## src/rtl/capture_dump_pkg.sv

```systemverilog
// Shared types and helpers for the capture_dump logic-capture buffer.
package capture_dump_pkg;

  typedef enum logic [1:0] {
    ARMED = 2'd0,
    POST  = 2'd1,
    DUMP  = 2'd2
  } state_t;

  localparam logic [7:0] ASCII_CR = 8'h0D;
  localparam logic [7:0] ASCII_LF = 8'h0A;

  function automatic logic [7:0] nib2ascii(input logic [3:0] nib);
    return (nib < 4'd10) ? (8'h30 + {4'h0, nib}) : (8'h41 + {4'h0, nib} - 8'd10);
  endfunction

endpackage

```

## src/rtl/capture_dump_if.sv

```systemverilog
// Byte-wide transmit handshake between the capture buffer and the UART transmitter.
interface capture_dump_if;
  logic [7:0] tx_dat;
  logic       tx_start;
  logic       tx_busy;

  modport master (output tx_dat, output tx_start, input tx_busy);
  modport slave  (input tx_dat, input tx_start, output tx_busy);
endinterface

```

## src/rtl/dump_serializer.sv

```systemverilog
// Turns buffered words into UART bytes (binary or ASCII hex + CR/LF) and
// paces tx_start against tx_busy with a one-cycle holdoff after each start.
module dump_serializer
  import capture_dump_pkg::*;
#(
  parameter int WORD_W = 16
) (
  input  logic              clk,
  input  logic              rst,
  input  logic [WORD_W-1:0] word,
  input  logic              word_vld,
  input  logic              last_word,
  input  logic              hex_mode,
  input  logic              tx_busy,
  output logic [7:0]        tx_dat,
  output logic              tx_start,
  output logic              word_taken,
  output logic              last_byte_sent
);

  localparam int NBYTES = WORD_W / 8;
  localparam int NCHARS = WORD_W / 4;
  localparam int IDX_W  = $clog2(NCHARS + 2);

  logic [IDX_W-1:0] idx_q, idx_d;
  logic [7:0]       tx_dat_q, tx_dat_d;
  logic             tx_start_q, tx_start_d;
  logic             hold_q, hold_d;
  logic             drain_q, drain_d;
  logic [IDX_W-1:0] idx_last;
  logic [7:0]       cur_byte;
  logic             tx_free;

  always_comb begin
    idx_last = hex_mode ? IDX_W'(NCHARS + 1) : IDX_W'(NBYTES - 1);
    if (!hex_mode)
      cur_byte = 8'(word >> (WORD_W - 8 - 8 * idx_q));
    else if (idx_q == IDX_W'(NCHARS))
      cur_byte = ASCII_CR;
    else if (idx_q == IDX_W'(NCHARS + 1))
      cur_byte = ASCII_LF;
    else
      cur_byte = nib2ascii(4'(word >> (WORD_W - 4 - 4 * idx_q)));

    // The start cycle itself and the holdoff cycle after it never issue.
    tx_free        = !tx_start_q && !hold_q && !tx_busy;
    tx_start_d     = word_vld && !drain_q && tx_free;
    tx_dat_d       = tx_start_d ? cur_byte : tx_dat_q;
    hold_d         = tx_start_q;
    idx_d          = idx_q;
    drain_d        = drain_q;
    word_taken     = 1'b0;
    last_byte_sent = 1'b0;

    if (tx_start_d) begin
      if (idx_q == idx_last) begin
        idx_d      = '0;
        word_taken = 1'b1;
        drain_d    = last_word;
      end else begin
        idx_d = idx_q + 1'b1;
      end
    end

    if (drain_q && tx_free) begin
      last_byte_sent = 1'b1;
      drain_d        = 1'b0;
    end
  end

  always_ff @(posedge clk) begin
    if (rst) begin
      idx_q      <= '0;
      tx_dat_q   <= '0;
      tx_start_q <= 1'b0;
      hold_q     <= 1'b0;
      drain_q    <= 1'b0;
    end else begin
      idx_q      <= idx_d;
      tx_dat_q   <= tx_dat_d;
      tx_start_q <= tx_start_d;
      hold_q     <= hold_d;
      drain_q    <= drain_d;
    end
  end

  assign tx_dat   = tx_dat_q;
  assign tx_start = tx_start_q;

endmodule

```

## src/rtl/capture_dump.sv

```systemverilog
// 1-bit logic-capture buffer: decimated sampling into a circular word RAM,
// trigger with post-trigger window, then a full-buffer dump to the UART.
module capture_dump
  import capture_dump_pkg::*;
#(
  parameter int WORD_W     = 16,
  parameter int ADDR_W     = 8,
  parameter int POST_WORDS = 128,
  parameter int DECIM_W    = 8
) (
  input  logic               clk,
  input  logic               rst,
  input  logic               sig,
  input  logic               trig,
  input  logic [DECIM_W-1:0] decim,
  input  logic               hex_mode,
  capture_dump_if.master     tx,
  output logic               armed,
  output logic               done
);

  localparam int DEPTH = 1 << ADDR_W;
  localparam int BIT_W = $clog2(WORD_W);
  localparam int CNT_W = ADDR_W + 1;

  if ((WORD_W % 8) != 0 || WORD_W < 8 || WORD_W > 32) begin : g_bad_word_w
    $error("capture_dump: WORD_W must be a multiple of 8 in 8..32");
  end
  if (POST_WORDS < 0 || POST_WORDS > DEPTH) begin : g_bad_post_words
    $error("capture_dump: POST_WORDS must lie in 0..2**ADDR_W");
  end

  state_t              state_q, state_d;
  logic                trig_d_q, trig_d_d;
  logic [DECIM_W-1:0]  dec_cnt_q, dec_cnt_d;
  logic [BIT_W-1:0]    bit_cnt_q, bit_cnt_d;
  logic [WORD_W-2:0]   shift_q, shift_d;
  logic [ADDR_W-1:0]   wr_ptr_q, wr_ptr_d;
  logic [ADDR_W-1:0]   rd_ptr_q, rd_ptr_d;
  logic [CNT_W-1:0]    rd_cnt_q, rd_cnt_d;
  logic [CNT_W-1:0]    post_cnt_q, post_cnt_d;
  logic                rd_pend_q, rd_pend_d;
  logic [WORD_W-1:0]   buf_q, buf_d;
  logic                buf_vld_q, buf_vld_d;
  logic                mode_q, mode_d;
  logic                armed_q, armed_d;
  logic                done_q, done_d;

  logic                sampling, tick, trig_edge;
  logic                ram_we, ram_re;
  logic [WORD_W-1:0]   ram_wdata, ram_q;
  logic [WORD_W-1:0]   mem [DEPTH];

  logic [7:0]          ser_dat;
  logic                ser_start, word_taken, last_byte_sent, last_word;

  always_comb begin
    sampling  = (state_q != DUMP);
    tick      = sampling && (dec_cnt_q == decim);
    ram_we    = tick && (bit_cnt_q == BIT_W'(WORD_W - 1));
    ram_wdata = {shift_q, sig};
    trig_edge = trig && !trig_d_q;
    last_word = (rd_cnt_q == CNT_W'(DEPTH));

    state_d    = state_q;
    trig_d_d   = trig;
    dec_cnt_d  = dec_cnt_q;
    bit_cnt_d  = bit_cnt_q;
    shift_d    = shift_q;
    wr_ptr_d   = wr_ptr_q;
    rd_ptr_d   = rd_ptr_q;
    rd_cnt_d   = rd_cnt_q;
    post_cnt_d = post_cnt_q;
    rd_pend_d  = rd_pend_q;
    buf_d      = buf_q;
    buf_vld_d  = buf_vld_q;
    mode_d     = mode_q;
    done_d     = 1'b0;
    ram_re     = 1'b0;

    if (sampling) begin
      dec_cnt_d = tick ? '0 : dec_cnt_q + 1'b1;
      rd_cnt_d  = '0;
      rd_pend_d = 1'b0;
      buf_vld_d = 1'b0;
      if (tick) begin
        shift_d   = ram_wdata[WORD_W-2:0];
        bit_cnt_d = ram_we ? '0 : bit_cnt_q + 1'b1;
      end
      if (ram_we)
        wr_ptr_d = wr_ptr_q + 1'b1;
    end

    // After the last post-trigger write, wr_ptr points at the oldest word.
    case (state_q)
      ARMED: begin
        if (trig_edge) begin
          mode_d     = hex_mode;
          post_cnt_d = '0;
          if (POST_WORDS == 0) begin
            state_d  = DUMP;
            rd_ptr_d = wr_ptr_d;
          end else begin
            state_d = POST;
          end
        end
      end
      POST: begin
        if (ram_we)
          post_cnt_d = post_cnt_q + 1'b1;
        if (post_cnt_d == CNT_W'(POST_WORDS)) begin
          state_d  = DUMP;
          rd_ptr_d = wr_ptr_d;
        end
      end
      DUMP: begin
        rd_pend_d = 1'b0;
        if (rd_pend_q) begin
          buf_d     = ram_q;
          buf_vld_d = 1'b1;
        end
        if (word_taken)
          buf_vld_d = 1'b0;
        if (!buf_vld_q && !rd_pend_q && !last_word) begin
          ram_re    = 1'b1;
          rd_pend_d = 1'b1;
          rd_ptr_d  = rd_ptr_q + 1'b1;
          rd_cnt_d  = rd_cnt_q + 1'b1;
        end
        if (last_byte_sent) begin
          state_d   = ARMED;
          done_d    = 1'b1;
          dec_cnt_d = '0;
          bit_cnt_d = '0;
        end
      end
      default: state_d = ARMED;
    endcase

    armed_d = (state_d == ARMED);
  end

  always_ff @(posedge clk) begin
    if (rst) begin
      state_q    <= ARMED;
      trig_d_q   <= 1'b0;
      dec_cnt_q  <= '0;
      bit_cnt_q  <= '0;
      shift_q    <= '0;
      wr_ptr_q   <= '0;
      rd_ptr_q   <= '0;
      rd_cnt_q   <= '0;
      post_cnt_q <= '0;
      rd_pend_q  <= 1'b0;
      buf_q      <= '0;
      buf_vld_q  <= 1'b0;
      mode_q     <= 1'b0;
      armed_q    <= 1'b1;
      done_q     <= 1'b0;
    end else begin
      state_q    <= state_d;
      trig_d_q   <= trig_d_d;
      dec_cnt_q  <= dec_cnt_d;
      bit_cnt_q  <= bit_cnt_d;
      shift_q    <= shift_d;
      wr_ptr_q   <= wr_ptr_d;
      rd_ptr_q   <= rd_ptr_d;
      rd_cnt_q   <= rd_cnt_d;
      post_cnt_q <= post_cnt_d;
      rd_pend_q  <= rd_pend_d;
      buf_q      <= buf_d;
      buf_vld_q  <= buf_vld_d;
      mode_q     <= mode_d;
      armed_q    <= armed_d;
      done_q     <= done_d;
    end
  end

  // Write and read never overlap (sampling vs. dump), so a single-port-style block RAM fits.
  always_ff @(posedge clk) begin
    if (ram_we)
      mem[wr_ptr_q] <= ram_wdata;
    if (ram_re)
      ram_q <= mem[rd_ptr_q];
  end

  dump_serializer #(
    .WORD_W(WORD_W)
  ) u_serializer (
    .clk            (clk),
    .rst            (rst),
    .word           (buf_q),
    .word_vld       (buf_vld_q),
    .last_word      (last_word),
    .hex_mode       (mode_q),
    .tx_busy        (tx.tx_busy),
    .tx_dat         (ser_dat),
    .tx_start       (ser_start),
    .word_taken     (word_taken),
    .last_byte_sent (last_byte_sent)
  );

  assign tx.tx_dat   = ser_dat;
  assign tx.tx_start = ser_start;
  assign armed       = armed_q;
  assign done        = done_q;

endmodule

```

## src/flat_wrapper.sv

```systemverilog
// flat-port wrapper written by rule: the top's interface ports become plain ports
module capture_dump_flat import capture_dump_pkg::*;
#(
  parameter int WORD_W     = 16,
  parameter int ADDR_W     = 8,
  parameter int POST_WORDS = 128,
  parameter int DECIM_W    = 8
)
  (clk, rst, sig, trig, decim, hex_mode, armed, done, tx_tx_dat, tx_tx_start, tx_tx_busy);
  capture_dump_if tx_i ();
  input  logic clk;
  input  logic rst;
  input  logic sig;
  input  logic trig;
  input  logic [DECIM_W-1:0] decim;
  input  logic hex_mode;
  output logic armed;
  output logic done;
  output wire logic [$bits(tx_i.tx_dat)-1:0] tx_tx_dat;
  output wire logic [$bits(tx_i.tx_start)-1:0] tx_tx_start;
  input wire logic [$bits(tx_i.tx_busy)-1:0] tx_tx_busy;
  assign tx_tx_dat = tx_i.tx_dat;
  assign tx_tx_start = tx_i.tx_start;
  assign tx_i.tx_busy = tx_tx_busy;
  capture_dump #(.WORD_W(WORD_W), .ADDR_W(ADDR_W), .POST_WORDS(POST_WORDS), .DECIM_W(DECIM_W)) u_core (.clk(clk), .rst(rst), .sig(sig), .trig(trig), .decim(decim), .hex_mode(hex_mode), .tx(tx_i), .armed(armed), .done(done));
endmodule
```

## config.mk

```make
export PLATFORM = sky130hd
export DESIGN_NAME = capture_dump_flat
export DESIGN_NICKNAME = d
export VERILOG_FILES = /design/src/rtl/capture_dump_pkg.sv /design/src/rtl/capture_dump_if.sv /design/src/rtl/dump_serializer.sv /design/src/rtl/capture_dump.sv /design/src/flat_wrapper.sv
export SDC_FILE = /design/constraint.sdc
export NUM_CORES = 2
export LEC_CHECK = 0
export CORE_UTILIZATION = 35
export DETAILED_ROUTE_END_ITERATION = 16
export REMOVE_ABC_BUFFERS = 1
export SKIP_CTS_REPAIR_TIMING = 1
export SLEW_MARGIN = 20
export SYNTH_ARGS = -nofsm -noshare
export SYNTH_HDL_FRONTEND = slang
export SYNTH_HIERARCHICAL = 1
export SYNTH_SLANG_ARGS = --single-unit
```

## constraint.sdc

```tcl
create_clock -name clk -period 4.9 [get_ports clk]
set_input_delay 0.49 -clock clk [delete_from_list [all_inputs] [get_ports clk]]
set_output_delay 0.49 -clock clk [all_outputs]
set_load 0.1 [all_outputs]
```

==> metrics.cfg <==
[placed_design]
pre_cts_slack_ns=0.2843
placed_cells=13580
dp_hpwl_mm=267.0
gp_congestion=0.8838
portBuffers=24

[global_routing]
grt_antenna_before_repair=17
grt_pass1_wl_mm=617.9
grt_max_degree=145
overflow=0
track_usage_pct=18.59
first_global_vias=80160

[worst_setup_path]
end_kind=flop
arrival_ns=5.20
cp_max_fo=53
start_kind=flop
worst_ep_required_time_ns=5.54
path_class=flop to flop

[synthesis]
synth_top_cell_by_area=edfxtp_1
synthCells=7334
synth-edff-count=4112
async_reset_ff_share_pct=0
netlist_top_cells_area=edfxtp_1, mux4_2, dfxtp_1
synth_top_area_share_pct=76.56
yosysWarnings=6
ys_types=85
syn_avg_cell_area_um2=21.99
ys.flop_type=edfxtp_1
synth_area_um2=161300
yosysSeqAreaShare_pct=77.79
ys_ff_latch=4211

[sta]
fin_crit_sh_pct=93.07
finClkSkew_ns=0.08882
setup_viol=0
drv_slew=0
setup_slack_ns=0.3397
max_slew_margin_pct=20.56
tightest_slew_ns=1.192
fmax_mhz=219.3
hold_viol=0
rsz0062_at_grt=no
period_needed_ns=4.560

[cts]
cts_root_buffer=clkbuf_16
clock_latency_ns=0.99
numClockSinks=4211
clockBufferDepth=4
clkTransAtPathRegs_ns=0.07
cts_inserted_buffers=409
cts_tree=built
h-tree-depth=5

[die]
rows=248
core_um2=457400
die_width_um=680.8
die_y_um=680.8
die_area_um2=463500
io_pins=25
start_util_pct=35.26

[routing]
wirelength_mm=439.1
drtIter0Drc=10760
avgRoutedWirePerCell_um=30.62
vias=80570
ant_nets=0
drc_errors=0
via_per_inst=5.617
first_pass_iters=8

[pwr]
finalPower_uw=70000
ir_drop_v=0.0003252
power.leakage_uw=0.06021
power.density_nw_per_um2=377.6

[job]
max-cap-violations=0

[outcome]
status=finished clean

[layout]
final_core_util_pct=40.53
syn2layout_area_growth_pct=14.95
layout-drive-gt1-share_pct=27.96
layout.nets=7897
stdcell_count=14340

[min_path]
holdCritPathClass=input port to flop

cell families (layout without fill, tap and decap cells):
group	Yosys count	after routing	synth area share (%)
muxes	1096	1096	14.96
AOI/OAI and AO/OA	778	778	3.523
adders and majority gates	15	15	0.1164
buffers and inverters	460	1334	1.372
DFF	4211	4211	77.79
xor gates and xnor gates	28	28	0.1521
and+or+nand+nor	746	746	2.086
other	0	10	0
cells in the final DEF, fill, tap and decap left out, drive strengths merged, types with 99 or more instances in the layout:
cell / instances
a22o: 106
edfxtp: 4112
clkbuf: 481
dfxtp: 99
nand2: 178
mux4: 1051
a21oi: 142
buf: 540
nor2: 354
a221oi: 100
a22oi: 177
clkinv: 207
cells in the mapped netlist (11+ instances only):
cell type  count
a221oi_1     100
nor3_1        45
buf_2         98
buf_6         13
o22ai_1       91
mux4_2      1050
a31oi_1       11
o31a_1        19
a22o_1       106
ha_1          15
edfxtp_1    4112
clkbuf_1     233
and2_1        11
mux2i_1       37
or4_1         13
a22oi_1      177
o221ai_1      12
o21ai_0       38
xor2_1        14
buf_4         71
nand2_1      178
nor4_1        23
nand4_1       16
nand3_1       31
nor2b_1       17
buf_1         24
a21oi_1      141
dfxtp_1       99
inv_1         19
xnor2_1       14
nor2_1       354
area by class of cell:
cell class                      count  area, µm²
Clock buffer                      481      10530
Inverter                           21      78.83
Sequential cell                  4211     125500
Clock inverter                    270       2572
Tap cell                         6125       7664
Fill cell                       39780     272000
Timing Repair Buffer              562       5155
Multi-Input combinational cell   2663      33840
Antenna cell                       10      25.02
path summary, 6_finish.rpt:
path	cells after the start	start	to	slack, ns
worst max-delay path	9	u_core/rd_ptr_q[0]	u_core/ram_q[15]	0.34
worst min-delay path	1	sig	u_core/mem[2][0]	0.03
worst max register to register	9	u_core/rd_ptr_q[0]	u_core/ram_q[15]	0.34
worst min register to register	2	u_core/buf_q[11]	u_core/buf_q[11]	0.47
worst max-delay path: stages (launching register included):
cell and delay, ns:
dfxtp_4 0.84, buf_4 0.28, buf_12 0.36, mux4_2 0.58, a22oi_1 0.31, nand2_1 0.30, o311ai_1 0.82, a31oi_1 0.09
o41ai_1 0.24, o221ai_1 0.30
sequential cells by signal, summed over array words and instances (netlist names):
| register | cells |
|---|---|
| u_core/mem | 4096 |
| u_core/buf_q | 16 |
| u_core/ram_q | 16 |
| u_core/shift_q | 15 |
| u_core/post_cnt_q | 9 |
| u_core/rd_cnt_q | 9 |
| u_core/dec_cnt_q | 8 |
| u_core/rd_ptr_q | 8 |
| u_core/u_serializer/tx_dat | 8 |
| u_core/wr_ptr_q | 8 |
| u_core/bit_cnt_q | 4 |
| u_core/u_serializer/idx_q | 3 |
| u_core/state_q | 2 |
| u_core/armed | 1 |
| u_core/buf_vld_q | 1 |
| u_core/done | 1 |
| u_core/mode_q | 1 |
| u_core/rd_pend_q | 1 |
| u_core/trig_d_q | 1 |
| u_core/u_serializer/drain_q | 1 |
| u_core/u_serializer/hold_q | 1 |
| u_core/u_serializer/tx_start | 1 |
per-stage QoR:
step	hold WS (ns)	setup TNS, ns	cell area (µm²)
after floorplan	0.4378	-937.38	159200
after global placement	0.4630	0	172300
after detailed placement	0.4640	0	172300
after CTS	0.07159	0	185400
after global routing	0.04049	0	185400
final	0.03431	0	185400
layer usage:
layer	vias up	track usage [%]	share of wire, %
met1	43240	25.53	39
met5	-	0.2499	0.016
met3	712	4.086	10
met4	10	6.380	3.8
li1	32290	-	-
met2	4314	29.32	47
report_power, final:
group	internal [µW]	leakage, µW	switching (µW)
registers	38900	0.0431	6.87
clock network	17400	0.00638	13500
logic	33.8	0.0108	112
Power figures use the tool's default switching activity.
